--- config.mk ---
export PLATFORM = sky130hd
export DESIGN_NAME = pattern_scan_ctrl
export DESIGN_NICKNAME = d
export VERILOG_FILES = /design/src/rtl/pattern_scan_ctrl.sv
export SDC_FILE = /design/constraint.sdc
export NUM_CORES = 1
export LEC_CHECK = 0
export BUFFER_PORTS_ARGS = -buffer_cell sky130_fd_sc_hd__buf_4
export CAP_MARGIN = 20
export CORE_ASPECT_RATIO = 0.75
export CORE_MARGIN = 2
export CORE_UTILIZATION = 56
export CTS_CLUSTER_SIZE = 28
export DETAILED_ROUTE_END_ITERATION = 8
export GPL_ROUTABILITY_DRIVEN = 0
export PLACE_DENSITY = 0.79
export SLEW_MARGIN = 20
export SYNTH_ARGS = -nofsm -noshare
export SYNTH_HDL_FRONTEND = slang
export SYNTH_SLANG_ARGS = --single-unit
--- constraint.sdc ---
create_clock -name clk -period 3.4 [get_ports clk]
set_input_delay 0.17 -clock clk [delete_from_list [all_inputs] [get_ports clk]]
set_output_delay 0.17 -clock clk [all_outputs]
set_load 0.05 [all_outputs]
--- src/rtl/pattern_scan_ctrl.sv ---
// Serial pattern scanner with config handshake, match counter and auto-stop.
// Ports: clk/rst (async active-low); cfg_* config offer (cfg_ready in IDLE);
//        start/stop scan control; x_valid/x serial input;
//        busy/done state flags, match pulse, match_cnt, err pulse.
module pattern_scan_ctrl #(
    parameter int CNT_W = 8
) (
    input  logic             clk,
    input  logic             rst,
    input  logic             cfg_valid,
    output logic             cfg_ready,
    input  logic [7:0]       cfg_pattern,
    input  logic [3:0]       cfg_len,
    input  logic             cfg_overlap,
    input  logic [CNT_W-1:0] cfg_limit,
    input  logic             start,
    input  logic             stop,
    input  logic             x_valid,
    input  logic             x,
    output logic             busy,
    output logic             match,
    output logic [CNT_W-1:0] match_cnt,
    output logic             done,
    output logic             err
);

    typedef enum logic [1:0] {
        IDLE,
        SCAN,
        DONE
    } state_t;

    state_t           state, state_nx;
    logic             cfg_ok, cfg_ok_nx;
    logic [7:0]       pattern, pattern_nx;
    logic [3:0]       len, len_nx;
    logic             overlap, overlap_nx;
    logic [CNT_W-1:0] limit, limit_nx;
    logic [7:0]       history, history_nx;
    logic [3:0]       bcnt, bcnt_nx;
    logic [CNT_W-1:0] cnt_nx;
    logic             match_nx;
    logic             err_nx;

    logic [7:0]       hist_sh;
    logic [3:0]       bcnt_inc;
    logic [7:0]       mask;
    logic [CNT_W-1:0] cnt_inc;
    logic             hit;
    logic             len_legal;

    localparam logic [CNT_W-1:0] CNT_ONE = {{(CNT_W-1){1'b0}}, 1'b1};

    assign cfg_ready = (state == IDLE);
    assign busy      = (state == SCAN);
    assign done      = (state == DONE);

    // Candidate values as if the current bit were shifted in.
    assign hist_sh   = {history[6:0], x};
    assign bcnt_inc  = (bcnt == 4'd8) ? 4'd8 : bcnt + 4'd1;
    // len is 1..8 whenever SCAN is reachable, so the shift is 0..7.
    assign mask      = 8'hFF >> (4'd8 - len);
    assign cnt_inc   = (match_cnt == '1) ? match_cnt : match_cnt + CNT_ONE;
    assign len_legal = (cfg_len != 4'd0) && (cfg_len <= 4'd8);

    assign hit = (state == SCAN) && x_valid
              && (bcnt_inc >= len)
              && ((hist_sh & mask) == (pattern & mask));

    always_ff @(posedge clk or negedge rst) begin
        if (!rst) begin
            state     <= IDLE;
            cfg_ok    <= 1'b0;
            pattern   <= '0;
            len       <= '0;
            overlap   <= 1'b0;
            limit     <= '0;
            history   <= '0;
            bcnt      <= '0;
            match_cnt <= '0;
            match     <= 1'b0;
            err       <= 1'b0;
        end else begin
            state     <= state_nx;
            cfg_ok    <= cfg_ok_nx;
            pattern   <= pattern_nx;
            len       <= len_nx;
            overlap   <= overlap_nx;
            limit     <= limit_nx;
            history   <= history_nx;
            bcnt      <= bcnt_nx;
            match_cnt <= cnt_nx;
            match     <= match_nx;
            err       <= err_nx;
        end
    end

    always_comb begin
        state_nx   = state;
        cfg_ok_nx  = cfg_ok;
        pattern_nx = pattern;
        len_nx     = len;
        overlap_nx = overlap;
        limit_nx   = limit;
        history_nx = history;
        bcnt_nx    = bcnt;
        cnt_nx     = match_cnt;
        match_nx   = 1'b0;
        err_nx     = 1'b0;

        case (state)
            IDLE, DONE: begin
                // A config offer wins over a start in the same cycle.
                if (cfg_valid) begin
                    if (len_legal) begin
                        pattern_nx = cfg_pattern;
                        len_nx     = cfg_len;
                        overlap_nx = cfg_overlap;
                        limit_nx   = cfg_limit;
                        cfg_ok_nx  = 1'b1;
                        state_nx   = IDLE;
                    end else begin
                        err_nx = 1'b1;
                    end
                end else if (start) begin
                    if (cfg_ok) begin
                        history_nx = '0;
                        bcnt_nx    = '0;
                        cnt_nx     = '0;
                        state_nx   = SCAN;
                    end else begin
                        err_nx = 1'b1;
                    end
                end
            end
            SCAN: begin
                if (x_valid) begin
                    history_nx = hist_sh;
                    // Non-overlapping mode restarts the length window.
                    bcnt_nx = (hit && !overlap) ? 4'd0 : bcnt_inc;
                end
                if (hit) begin
                    match_nx = 1'b1;
                    cnt_nx   = cnt_inc;
                    if ((limit != '0) && (cnt_inc == limit))
                        state_nx = DONE;
                end
                // Abort takes precedence over reaching the limit.
                if (stop)
                    state_nx = IDLE;
            end
            default: state_nx = IDLE;
        endcase
    end

endmodule

==> load_flow_metrics.sql, run 1 <==
INSERT INTO impl_metrics (metric_group, metric, value, unit) VALUES
('cells_and_area', 'num-nets-final', '304', ''),
('die', 'placementRows', '20', ''),
('sta', 'fmax', '0.370', 'GHz'),
('sta', 'layout_setup_ws', '0.695', 'ns'),
('setup_path', 'r2r_slack', '0.69', 'ns'),
('route', 'routed_via_density', '5.84', ''),
('logic_synthesis', 'netlist_top_cells_area', 'dfrtp_1, xnor2_1, ha_1, mux2_2, a22o_1', ''),
('setup_path', 'critical_path.startpoint', 'bcnt[0]', ''),
('sta', 'period_minus_slack', '2.71', 'ns'),
('sta', 'timing.slew.headroom', '38.9', '%'),
('clock_network', 'ctsHtreeMaxLevel', '2', ''),
('setup_path', 'timing.setup.critical_path_class', 'flop to flop', ''),
('setup_path', 'r2r.worst_path.cells', '14', ''),
('power', 'combPwrFrac', '32.6', '%'),
('sta', 'hold_viol', '0', ''),
('clock_network', 'insertion_delay', '0.30', 'ns'),
('die', 'fp.dieH', '61.4', 'um'),
('route', 'routed_wire_length', '5490', 'um'),
('cells_and_area', 'syn_to_final_growth', '19.0', '%'),
('sta', 'finClkSkew', '0.00535', 'ns'),
('logic_synthesis', 'netlist_instances', '224', ''),
('sta', 'unrepaired_setup_endpoints_after_global_routing', 'false', ''),
('setup_path', 'reg_to_reg_critical_path_endpoint', 'match_cnt[0]', ''),
('logic_synthesis', 'synth.top_cells.by_count', 'dfrtp_1, xnor2_1, nor2_1', ''),
('logic_synthesis', 'top_flip_flop_cell_by_instance_count_after_synthesis', 'dfrtp_1', ''),
('hold_path', 'type_of_the_tightest_min_delay_check', 'primary input to flop', ''),
('sta', 'slew_viol_final', '0', ''),
('clock_network', 'post_cts_repair_resize_count', '0', ''),
('cells_and_area', 'final_util', '70.9', '%'),
('grt', 'wire_length_of_the_first_global_routing_pass', '8780', 'um'),
('logic_synthesis', 'synth_top_area_share', '45.8', '%'),
('die', 'die_width', '80.5', 'um'),
('placement', 'place.detailed.hpwl', '4040', 'um'),
('clock_network', 'ctsRootBufferMaster', 'clkbuf_8', ''),
('grt', 'first_global_vias', '1847', ''),
('logic_synthesis', 'post-synth-top-count-cell', 'dfrtp_1', ''),
('run', 'max_capacitance_violation_count', '0', ''),
('cells_and_area', 'drive_above_1_share', '27.0', '%'),
('power', 'swShare', '33.5', '%'),
('route', 'dr.pass1.iters', '5', ''),
('power', 'total_power', '1.72', 'mW'),
('logic_synthesis', 'synth_enable_flop_cells', '0', ''),
('grt', 'grt_max_degree', '46', ''),
('clock_network', 'cts.sinks', '45', ''),
('logic_synthesis', 'asyncSetResetFlopFracSynth', '100', '%'),
('setup_path', 'start_kind', 'flop', ''),
('logic_synthesis', 'synth_sequential_area_ratio', '45.8', '%'),
('setup_path', 'worst_r2r_startpoint', 'bcnt[0]', ''),
('setup_path', 'worst-endpoint-arrival', '2.90', 'ns'),
('power', 'power_density_over_the_cells', '588', 'nW/um^2'),
('sta', 'report.final.setup_viol', '0', ''),
('run_status', 'run_status', 'finished clean', ''),
('sta', 'fin_tns_setup', '0', 'ns'),
('die', 'initial_utilization', '59.5', '%'),
('logic_synthesis', 'postSynthNetCount', '262', ''),
('cells_and_area', 'diodes', '0', ''),
('power', 'share_clk_of_total_power', '24.7', '%'),
('die', 'io-pin-count', '41', ''),
('hold_path', 'hold_path_depth', '2', ''),
('route', 'first_iter_violations', '154', ''),
('sta', 'tightestPinTransition', '0.915', 'ns'),
('grt', 'grt_util_all_layers', '24.6', '%'),
('die', 'floorplan.core_area', '4130', 'um^2'),
('grt', 'grt_remaining_overflow', '0', ''),
('logic_synthesis', 'synth.yosys.warnings', '0', ''),
('power', 'pwr-share-seq', '42.7', '%'),
('placement', 'post-place-ws', '0.725', 'ns'),
('route', 'drt.antenna.violating_nets', '0', ''),
('setup_path', 'worst-endpoint-required', '3.60', 'ns'),
('setup_path', 'critPathCaptureType', 'flop', ''),
('setup_path', 'worst_setup_path_end', 'match_cnt[0]', '');
[final cells by class]
type	instances	area, um^2
multi-input cells	160	1250
flip-flops and latches	45	1130
inverters	11	41.3
clock buffers	7	86.3
clock inverters	1	30.0
fillers	324	1200
repair buffers	43	325
well taps	55	68.8
[cells in the final DEF, fill, tap and decap left out, types with 3 or more instances in the layout]
cell type  Yosys  layout
inv_1         11      11
xor2_1         3       3
a32o_1         5       5
nand3_1        3       3
nor3_1         5       5
xnor2_1       18      18
a22o_1         8       8
a21oi_1       13      13
nand2b_1       3       3
o21ai_0        5       5
nor2_1        17      16
clkbuf_8       0       6
nand2_1       10      10
mux2_1         6       6
ha_1          10      10
dfrtp_1       45      45
mux2_2        11      11
buf_4          1      42
[worst max-delay path: stages (launching register included)]
cell and delay (ns):
dfrtp_1 0.41, inv_1 0.07, ha_1 0.21, nand2_1 0.07, nor2_1 0.04, nor2_1 0.12, inv_1 0.06, ha_1 0.26
nand2b_1 0.14, a21o_1 0.18, a211o_1 0.30, o211ai_1 0.19, nor2_4 0.16, mux2i_1 0.16, a22o_1 0.24
[routing by layer]
metal	up-vias	part of all wire (%)	global-route usage, %
met5	-	0	0
met4	0	0.86	8.96
met3	6	6.0	4.69
met2	74	47	38.5
met1	911	46	34.9
li1	891	-	-
[cell families after synthesis]
kind of cell,share of synthesized area [%]
compound gates,15.4
fa+ha+maj,5.09
flops,45.8
buf+inv,3.51
simple gates,12.8
mux,8.60
xor+xnor,8.80
[worst min path at each step]
stage / from / to / slack (ns)
detailed placement: rst / pattern[4] / 0.20
global route: cfg_pattern[5] / pattern[5] / 0.09
floorplan: rst / bcnt[0] / -0.13
CTS: cfg_pattern[0] / pattern[0] / 0.08
finish: cfg_pattern[0] / pattern[0] / 0.08
global placement: rst / pattern[4] / 0.20
[per-stage QoR]
stage          cells  instance area, um^2
6_report         322                 2930
5_1_grt          322                 2930
4_1_cts          322                 2930
3_5_place_dp     313                 2800
3_3_place_gp     313                 2800
2_1_floorplan    224                 2460
[power groups by stage]
stage	combinational (mW)	sequential (mW)	clock (mW)
4_1_cts	0.563	0.733	0.427
6_report	0.561	0.735	0.424
2_1_floorplan	0.395	0.742	0
5_1_grt	0.614	0.749	0.453
3_3_place_gp	0.534	0.734	0
3_5_place_dp	0.553	0.741	0
[flip-flops by register name, summed over array words and instances, names as in the netlist, 2 cells and up]
name / flops
limit: 8
match_cnt: 8
len: 4
bcnt: 4
history: 7
pattern: 8
state: 2
[timing repair]
item | CTS | global route
hold buffers | 1 | 0
endpoints found under the hold margin | 45 | 0
buffers inserted | 0 | 0
Note: power is estimated with default switching activity, not from simulation.
==> run 2, diff against run 1 <==
- ABC_AREA: unset -> 1
- CORE_UTILIZATION: 56 -> 57
- PLACE_DENSITY: 0.79 -> 0.8
- clock period: 3.4 -> 2.7 ns (I/O delays scaled with it)
==> run 2 against run 1 <==
Compared with the run above:
- first-iteration DRC count grew 62%
- sequential power is 55% higher
- setup slack lost 0.16 ns
- synthesized cell count rose by 46%
- via count increased by 21%
- critical path type unchanged
- largest power group is now combinational logic
==> load_flow_metrics.sql, run 2 <==
INSERT INTO impl_metrics (metric_group, metric, value, unit) VALUES
('logic_synthesis', 'top_flip_flop_cell_by_instance_count_after_synthesis', 'dfrtp_1', ''),
('clock_network', 'cts.repair_timing.setup_buffer_count', '0', ''),
('route', 'drt.antenna.violating_nets', '0', ''),
('setup_path', 'start_kind', 'flop', ''),
('cells_and_area', 'diodes', '0', ''),
('setup_path', 'critPathMaxFanout', '8', ''),
('clock_network', 'ctsHtreeMaxLevel', '2', ''),
('sta', 'hold_viol', '0', ''),
('route', 'first_iter_violations', '249', ''),
('cells_and_area', 'drive_above_1_share', '21.7', '%'),
('sta', 'slew_viol_final', '0', ''),
('cells_and_area', 'final_util', '70.1', '%'),
('sta', 'period_minus_slack', '2.16', 'ns'),
('logic_synthesis', 'post-synth-top-count-cell', 'nand2_1', ''),
('logic_synthesis', 'synth_top_area_share', '42.8', '%'),
('power', 'vdd_drop_max', '0.559', 'mV'),
('logic_synthesis', 'synth.yosys.warnings', '0', ''),
('cells_and_area', 'fin_area', '3110', 'um^2'),
('die', 'die_width', '82.4', 'um'),
('grt', 'grt_util_all_layers', '25.6', '%'),
('route', 'num_vias', '2272', ''),
('sta', 'tightestPinTransition', '0.688', 'ns'),
('clock_network', 'cts-buffers-inserted', '5', ''),
('logic_synthesis', 'asyncSetResetFlopFracSynth', '100', '%'),
('sta', 'hold_slack', '0.0550', 'ns'),
('clock_network', 'cts.path.max_buffers', '2', ''),
('die', 'die_area', '5180', 'um^2'),
('setup_path', 'critPathCaptureType', 'flop', ''),
('run_status', 'run_status', 'finished clean', ''),
('grt', 'first_global_vias', '2161', ''),
('logic_synthesis', 'synth_sequential_area_ratio', '42.8', '%'),
('logic_synthesis', 'synth.cell_area', '2630', 'um^2'),
('sta', 'fmax', '0.462', 'GHz'),
('grt', 'grt_remaining_overflow', '0', ''),
('sta', 'layout_setup_ws', '0.537', 'ns'),
('placement', 'post-place-ws', '0.594', 'ns'),
('die', 'io-pin-count', '41', ''),
('clock_network', 'cts.sinks', '45', ''),
('die', 'fp.dieH', '62.8', 'um'),
('sta', 'unrepaired_setup_endpoints_after_global_routing', 'false', ''),
('die', 'floorplan.core_area', '4440', 'um^2'),
('power', 'power_density_over_the_cells', '1010', 'nW/um^2'),
('clock_network', 'post_cts_repair_resize_count', '0', ''),
('power', 'p_leak', '1.63', 'nW'),
('cells_and_area', 'reg_top3', 'limit: 8 flops, match_cnt: 8 flops, pattern: 8 flops', ''),
('logic_synthesis', 'synth.ff_latch_count', '45', ''),
('clock_network', 'insertion_delay', '0.30', 'ns'),
('placement', 'portBuffers', '40', ''),
('hold_path', 'type_of_the_tightest_min_delay_check', 'primary input to flop', ''),
('sta', 'timing.slew.headroom', '54.1', '%'),
('logic_synthesis', 'netlist_instances', '327', ''),
('route', 'post-route-drc-count', '0', ''),
('route', 'routed_via_density', '5.28', ''),
('sta', 'final_min_period_over_clock_period', '80.1', '%'),
('sta', 'fin_tns_setup', '0', 'ns'),
('logic_synthesis', 'postSynthNetCount', '365', ''),
('route', 'wl_per_cell', '14.0', 'um'),
('clock_network', 'clkSlewWorstSetupHoldPaths', '0.08', 'ns'),
('die', 'placementRows', '21', ''),
('die', 'initial_utilization', '59.2', '%'),
('cells_and_area', 'num-nets-final', '410', ''),
('sta', 'report.final.setup_viol', '0', ''),
('grt', 'wire_length_of_the_first_global_routing_pass', '9870', 'um'),
('clock_network', 'cts_hold_buffers', '1', ''),
('placement', 'place.detailed.hpwl', '4610', 'um'),
('cells_and_area', 'syn_to_final_growth', '18.4', '%'),
('logic_synthesis', 'synth.avg_cell_area', '8.04', 'um^2'),
('logic_synthesis', 'synth.top_cells.by_count', 'nand2_1, inv_1, dfrtp_1', ''),
('cells_and_area', 'final_common_cell', 'nand2_1', ''),
('grt', 'grt_max_degree', '46', ''),
('placement', 'placed_cells_incl_taps', '421', ''),
('logic_synthesis', 'netlist_top_cells_area', 'dfrtp_1, nand2_1, inv_1, nand3_1, ha_1', ''),
('cells_and_area', 'commonest_cells_after_routing_fill_and_taps_aside', 'nand2_1, inv_1, dfrtp_1, buf_4, nand3_1', ''),
('setup_path', 'worst-endpoint-arrival', '2.35', 'ns'),
('clock_network', 'ctsRootBufferMaster', 'clkbuf_8', ''),
('logic_synthesis', 'synth_enable_flop_cells', '0', ''),
('setup_path', 'worst-endpoint-required', '2.88', 'ns'),
('logic_synthesis', 'synth.distinct_cells', '33', ''),
('cells_and_area', 'layoutNonFillerInstCount', '430', ''),
('power', 'total_power', '3.14', 'mW'),
('grt', 'grt_antenna_before_repair', '0', ''),
('sta', 'finClkSkew', '0.00486', 'ns'),
('setup_path', 'timing.setup.critical_path_class', 'flop to flop', ''),
('run', 'max_capacitance_violation_count', '0', ''),
('clock_network', 'clock_tree_from_tritoncts', 'yes', ''),
('route', 'routed_wire_length', '6000', 'um'),
('placement', 'placedInstanceArea', '2990', 'um^2'),
('route', 'dr.pass1.iters', '4', ''),
('logic_synthesis', 'synth.largest_area_cell', 'dfrtp_1', '');
[run 2: worst max-delay path, cell delays in order, from the launching register on]
cell and delay (ns):
dfrtp_1 0.40, inv_1 0.13, ha_1 0.19, nand2_1 0.06, nand3_1 0.07, o21ai_0 0.11
ha_1 0.31, nand4_1 0.09, nand3_1 0.09, nand2_1 0.06, inv_2 0.08, nand2_4 0.09
inv_4 0.10, nand2_2 0.08, nand4_1 0.08, o21ai_0 0.10
[run 2: per-layer routing]
layer / part of all wire [%] / global-route usage (%) / wire [um]
met5: 0 / 0 / 0
met4: 1.0 / 6.04 / 62
met3: 6.6 / 6.94 / 397
met2: 43 / 36.9 / 2590
met1: 49 / 38.2 / 2950
[run 2: cells by family (layout without fill, tap and decap cells)]
group | after synthesis | after routing | synth area share, %
AND/OR/NAND/NOR | 160 | 160 | 28.7
buffers and inverters | 54 | 100 | 7.90
flip-flops | 45 | 45 | 42.8
AO/OA/AOI/OAI | 37 | 37 | 7.66
XOR/XNOR | 12 | 12 | 4.28
adder cells (fa/ha/maj) | 10 | 10 | 4.76
multiplexers | 9 | 9 | 3.85
[run 2: worst paths after layout]
| path | from | end | slack (ns) | cells after the start |
|---|---|---|---|---|
| min | cfg_pattern[4] | pattern[4] | 0.05 | 2 |
| min reg2reg | cfg_ok | cfg_ok | 0.49 | 2 |
| max reg2reg | bcnt[0] | bcnt[0] | 0.54 | 15 |
| max | bcnt[0] | bcnt[0] | 0.54 | 15 |
| min in group asynchronous | rst | pattern[5] | 0.36 | 2 |
| max in group asynchronous | rst | err | 1.96 | 2 |
[run 2: final cells by class]
class,count,area [um^2]
tap,57,71.3
clock inverter,1,30.0
multi-input combinational,228,1300
sequential,45,1130
timing repair buffer,41,310
fill,396,1330
inverter,51,194
clock buffer,7,86.3
[run 2: report_power, final]
group | internal [mW] | total (mW) | switching [mW] | leakage (nW)
clock | 0.302 | 0.535 | 0.233 | 0.0585
sequential | 0.927 | 1.14 | 0.210 | 0.558
combinational | 0.557 | 1.46 | 0.907 | 1.01
==> run 3, diff against run 2 <==
- ABC_AREA: 1 -> 0
- CORE_UTILIZATION: 57 -> 56
- PLACE_DENSITY: 0.8 -> 0.79
- clock period: 2.7 -> 2.05 ns (I/O delays scaled with it)
==> run 3 against run 2 <==
Compared with the run above:
- the run now ends with setup timing left
- flip-flop and latch count is the same
- final area grew 3.2%
- sequential share of layout area shrank 1.0 points
- sequential power grew 4%
- largest cell class unchanged
- routed wire length shrank 5.9%
- global-route usage shrank 0.42 points
- via count shrank 11%
- count of clock-buffer cells in the layout shrank 2
- utilization grew 7.7 points
- power shrank 2.8%
==> load_flow_metrics.sql, run 3 (synthesis results as in run 1) <==
INSERT INTO impl_metrics (metric_group, metric, value, unit) VALUES
('setup_path', 'timing.setup.critical_path_class', 'flop to flop', ''),
('clock_network', 'ctsRootBufferMaster', 'clkbuf_8', ''),
('route', 'dr.pass1.iters', '5', ''),
('hold_path', 'type_of_the_tightest_min_delay_check', 'primary input to flop', ''),
('power', 'p_sw', '1.02', 'mW'),
('hold_path', 'hold_path_end', 'pattern[4]', ''),
('sta', 'layout_setup_ws', '-0.484', 'ns'),
('placement', 'place.detailed.hpwl', '4270', 'um'),
('setup_path', 'critical_path.max_stage_delay', '0.39', 'ns'),
('clock_network', 'ctsHtreeMaxLevel', '2', ''),
('grt', 'grt_antenna_before_repair', '0', ''),
('run_status', 'run_status', 'complete, but fails checks', ''),
('clock_network', 'cts.sinks', '45', ''),
('setup_path', 'r2r_slack', '-0.48', 'ns'),
('setup_path', 'critPathMaxFanout', '12', ''),
('route', 'routed_via_density', '5.72', ''),
('sta', 'finClkSkew', '0.00935', 'ns'),
('die', 'floorplan.core_area', '4130', 'um^2'),
('grt', 'wire_length_of_the_first_global_routing_pass', '9280', 'um'),
('power', 'vdd_drop_max', '0.713', 'mV'),
('setup_path', 'slowest_stage', 'dfrtp_1', ''),
('run_status', 'failed_checks', 'setup timing', ''),
('sta', 'timing.slew.headroom', '62.9', '%'),
('cells_and_area', 'drive_above_1_share', '38.8', '%'),
('route', 'first_iter_violations', '156', ''),
('setup_path', 'cell_family_contributing_the_most_delay_on_the_critical_path', 'simple AND/OR/NAND/NOR gates', ''),
('die', 'fp.dieH', '61.4', 'um'),
('die', 'io-pin-count', '41', ''),
('sta', 'final_min_period_over_clock_period', '124', '%'),
('power', 'share_clk_of_total_power', '22.5', '%'),
('sta', 'period_minus_slack', '2.53', 'ns'),
('die', 'die_area', '4940', 'um^2'),
('cells_and_area', 'reg_top3', 'limit: 8 flops, match_cnt: 8 flops, pattern: 8 flops', ''),
('setup_path', 'cp_cell_sequence', 'buf_4, buf_4, ha_1, mux2_2, ha_1, a211o_1, o211ai_1, nor2_4, nand4_1, a21o_1', ''),
('route', 'drt.antenna.violating_nets', '0', ''),
('grt', 'grt_max_degree', '46', ''),
('clock_network', 'clkSlewWorstSetupHoldPaths', '0.09', 'ns'),
('setup_path', 'critPathCaptureType', 'flop', ''),
('power', 'pwr-share-seq', '38.7', '%'),
('power', 'power_density_over_the_cells', '949', 'nW/um^2'),
('hold_path', 'worst_hold_startpoint', 'cfg_pattern[4]', ''),
('power', 'swShare', '33.4', '%'),
('clock_network', 'cts-buffers-inserted', '5', ''),
('route', 'wl_per_cell', '16.0', 'um'),
('setup_path', 'r2r.worst_path.cells', '10', ''),
('hold_path', 'hold_path_depth', '2', ''),
('cells_and_area', 'final_common_cell', 'buf_4', ''),
('route', 'routed_wire_length', '5650', 'um'),
('clock_network', 'insertion_delay', '0.30', 'ns'),
('setup_path', 'critical_path.startpoint', 'bcnt[1]', ''),
('power', 'p_leak', '1.48', 'nW'),
('run', 'max_capacitance_violation_count', '0', ''),
('grt', 'grt_remaining_overflow', '0', ''),
('setup_path', 'worst-endpoint-arrival', '2.73', 'ns'),
('cells_and_area', 'commonest_cells_after_routing_fill_and_taps_aside', 'buf_4, dfrtp_1, xnor2_1, nor2_1, mux2_2', ''),
('route', 'post-route-drc-count', '0', ''),
('clock_network', 'clock_tree_from_tritoncts', 'yes', ''),
('setup_path', 'reg_to_reg_critical_path_endpoint', 'state[0]', ''),
('grt', 'first_global_vias', '1985', ''),
('grt', 'grt_util_all_layers', '25.2', '%'),
('cells_and_area', 'syn_to_final_growth', '30.7', '%'),
('setup_path', 'start_kind', 'flop', ''),
('sta', 'tightestPinTransition', '0.557', 'ns'),
('placement', 'post-place-ws', '-0.420', 'ns'),
('power', 'combPwrFrac', '38.8', '%'),
('sta', 'hold_slack', '0.0102', 'ns'),
('cells_and_area', 'num-nets-final', '336', ''),
('power', 'cell_internal_pwr', '2.03', 'mW'),
('setup_path', 'worst-endpoint-required', '2.24', 'ns'),
('die', 'initial_utilization', '59.5', '%'),
('sta', 'report.final.setup_viol', '15', ''),
('setup_path', 'critical_path_buf_inv_count', '2', ''),
('route', 'num_vias', '2024', ''),
('sta', 'fin_tns_setup', '-6.06', 'ns'),
('setup_path', 'worst_r2r_startpoint', 'bcnt[1]', ''),
('die', 'placementRows', '20', ''),
('placement', 'portBuffers', '40', ''),
('die', 'die_width', '80.5', 'um'),
('sta', 'unrepaired_setup_endpoints_after_global_routing', 'true', ''),
('cells_and_area', 'diodes', '0', ''),
('sta', 'hold_viol', '0', ''),
('sta', 'fmax', '0.395', 'GHz'),
('sta', 'slew_viol_final', '0', ''),
('clock_network', 'cts.path.max_buffers', '2', '');
==> run 3: worst max path at each step <==
| stage | to | slack, ns | depth (start not counted) |
|---|---|---|---|
| after global routing | state[0] | -0.64 | 14 |
| after floorplan | match_cnt[0] | -0.29 | 14 |
| after detailed placement | match_cnt[0] | -0.42 | 14 |
| after global placement | match_cnt[0] | -0.34 | 14 |
| after CTS | match_cnt[0] | -0.44 | 14 |
| final | state[0] | -0.48 | 10 |
==> run 3: per-layer routing <==
layer	global-route usage, %	vias to the layer above	part of all wire [%]
li1	-	956	-
met1	35.0	981	46
met2	40.4	83	45
met3	6.16	4	7.6
met4	7.02	0	0.64
met5	0	-	0
==> run 3: per-stage QoR <==
| step | utilization (%) | instance area, um^2 | power, mW | std cells |
|---|---|---|---|---|
| global route | 77.8 | 3210 | 3.22 | 354 |
| detailed placement | 73.5 | 3030 | 2.29 | 342 |
| finish | 77.8 | 3210 | 3.05 | 354 |
| CTS | 76.8 | 3170 | 2.98 | 352 |
| floorplan | - | 2480 | 1.89 | 224 |
| global placement | 73.5 | 3030 | 2.23 | 342 |
==> run 3: power groups by stage <==
stage | clock, mW | sequential [mW] | combinational, mW
floorplan | 0 | 1.23 | 0.660
global placement | 0 | 1.18 | 1.05
detailed placement | 0 | 1.20 | 1.09
CTS | 0.692 | 1.18 | 1.11
global route | 0.726 | 1.21 | 1.29
finish | 0.686 | 1.18 | 1.18
==> run 3: what timing repair did <==
item,4_1_cts,5_1_grt
cloned,0,0
setup buffers,1,2
setup endpoints to repair,15,19
hold buffers,1,0
endpoints found under the hold margin,45,0
resized for setup,1,5
pin swaps,0,5
==> run 3: layout make-up <==
cell class	instances	area, um^2
Clock buffer	5	68.8
Clock inverter	3	46.3
Fill cell	284	916
Inverter	11	41.3
Multi-Input combinational cell	160	1290
Sequential cell	45	1130
Tap cell	55	68.8
Timing Repair Buffer	75	566
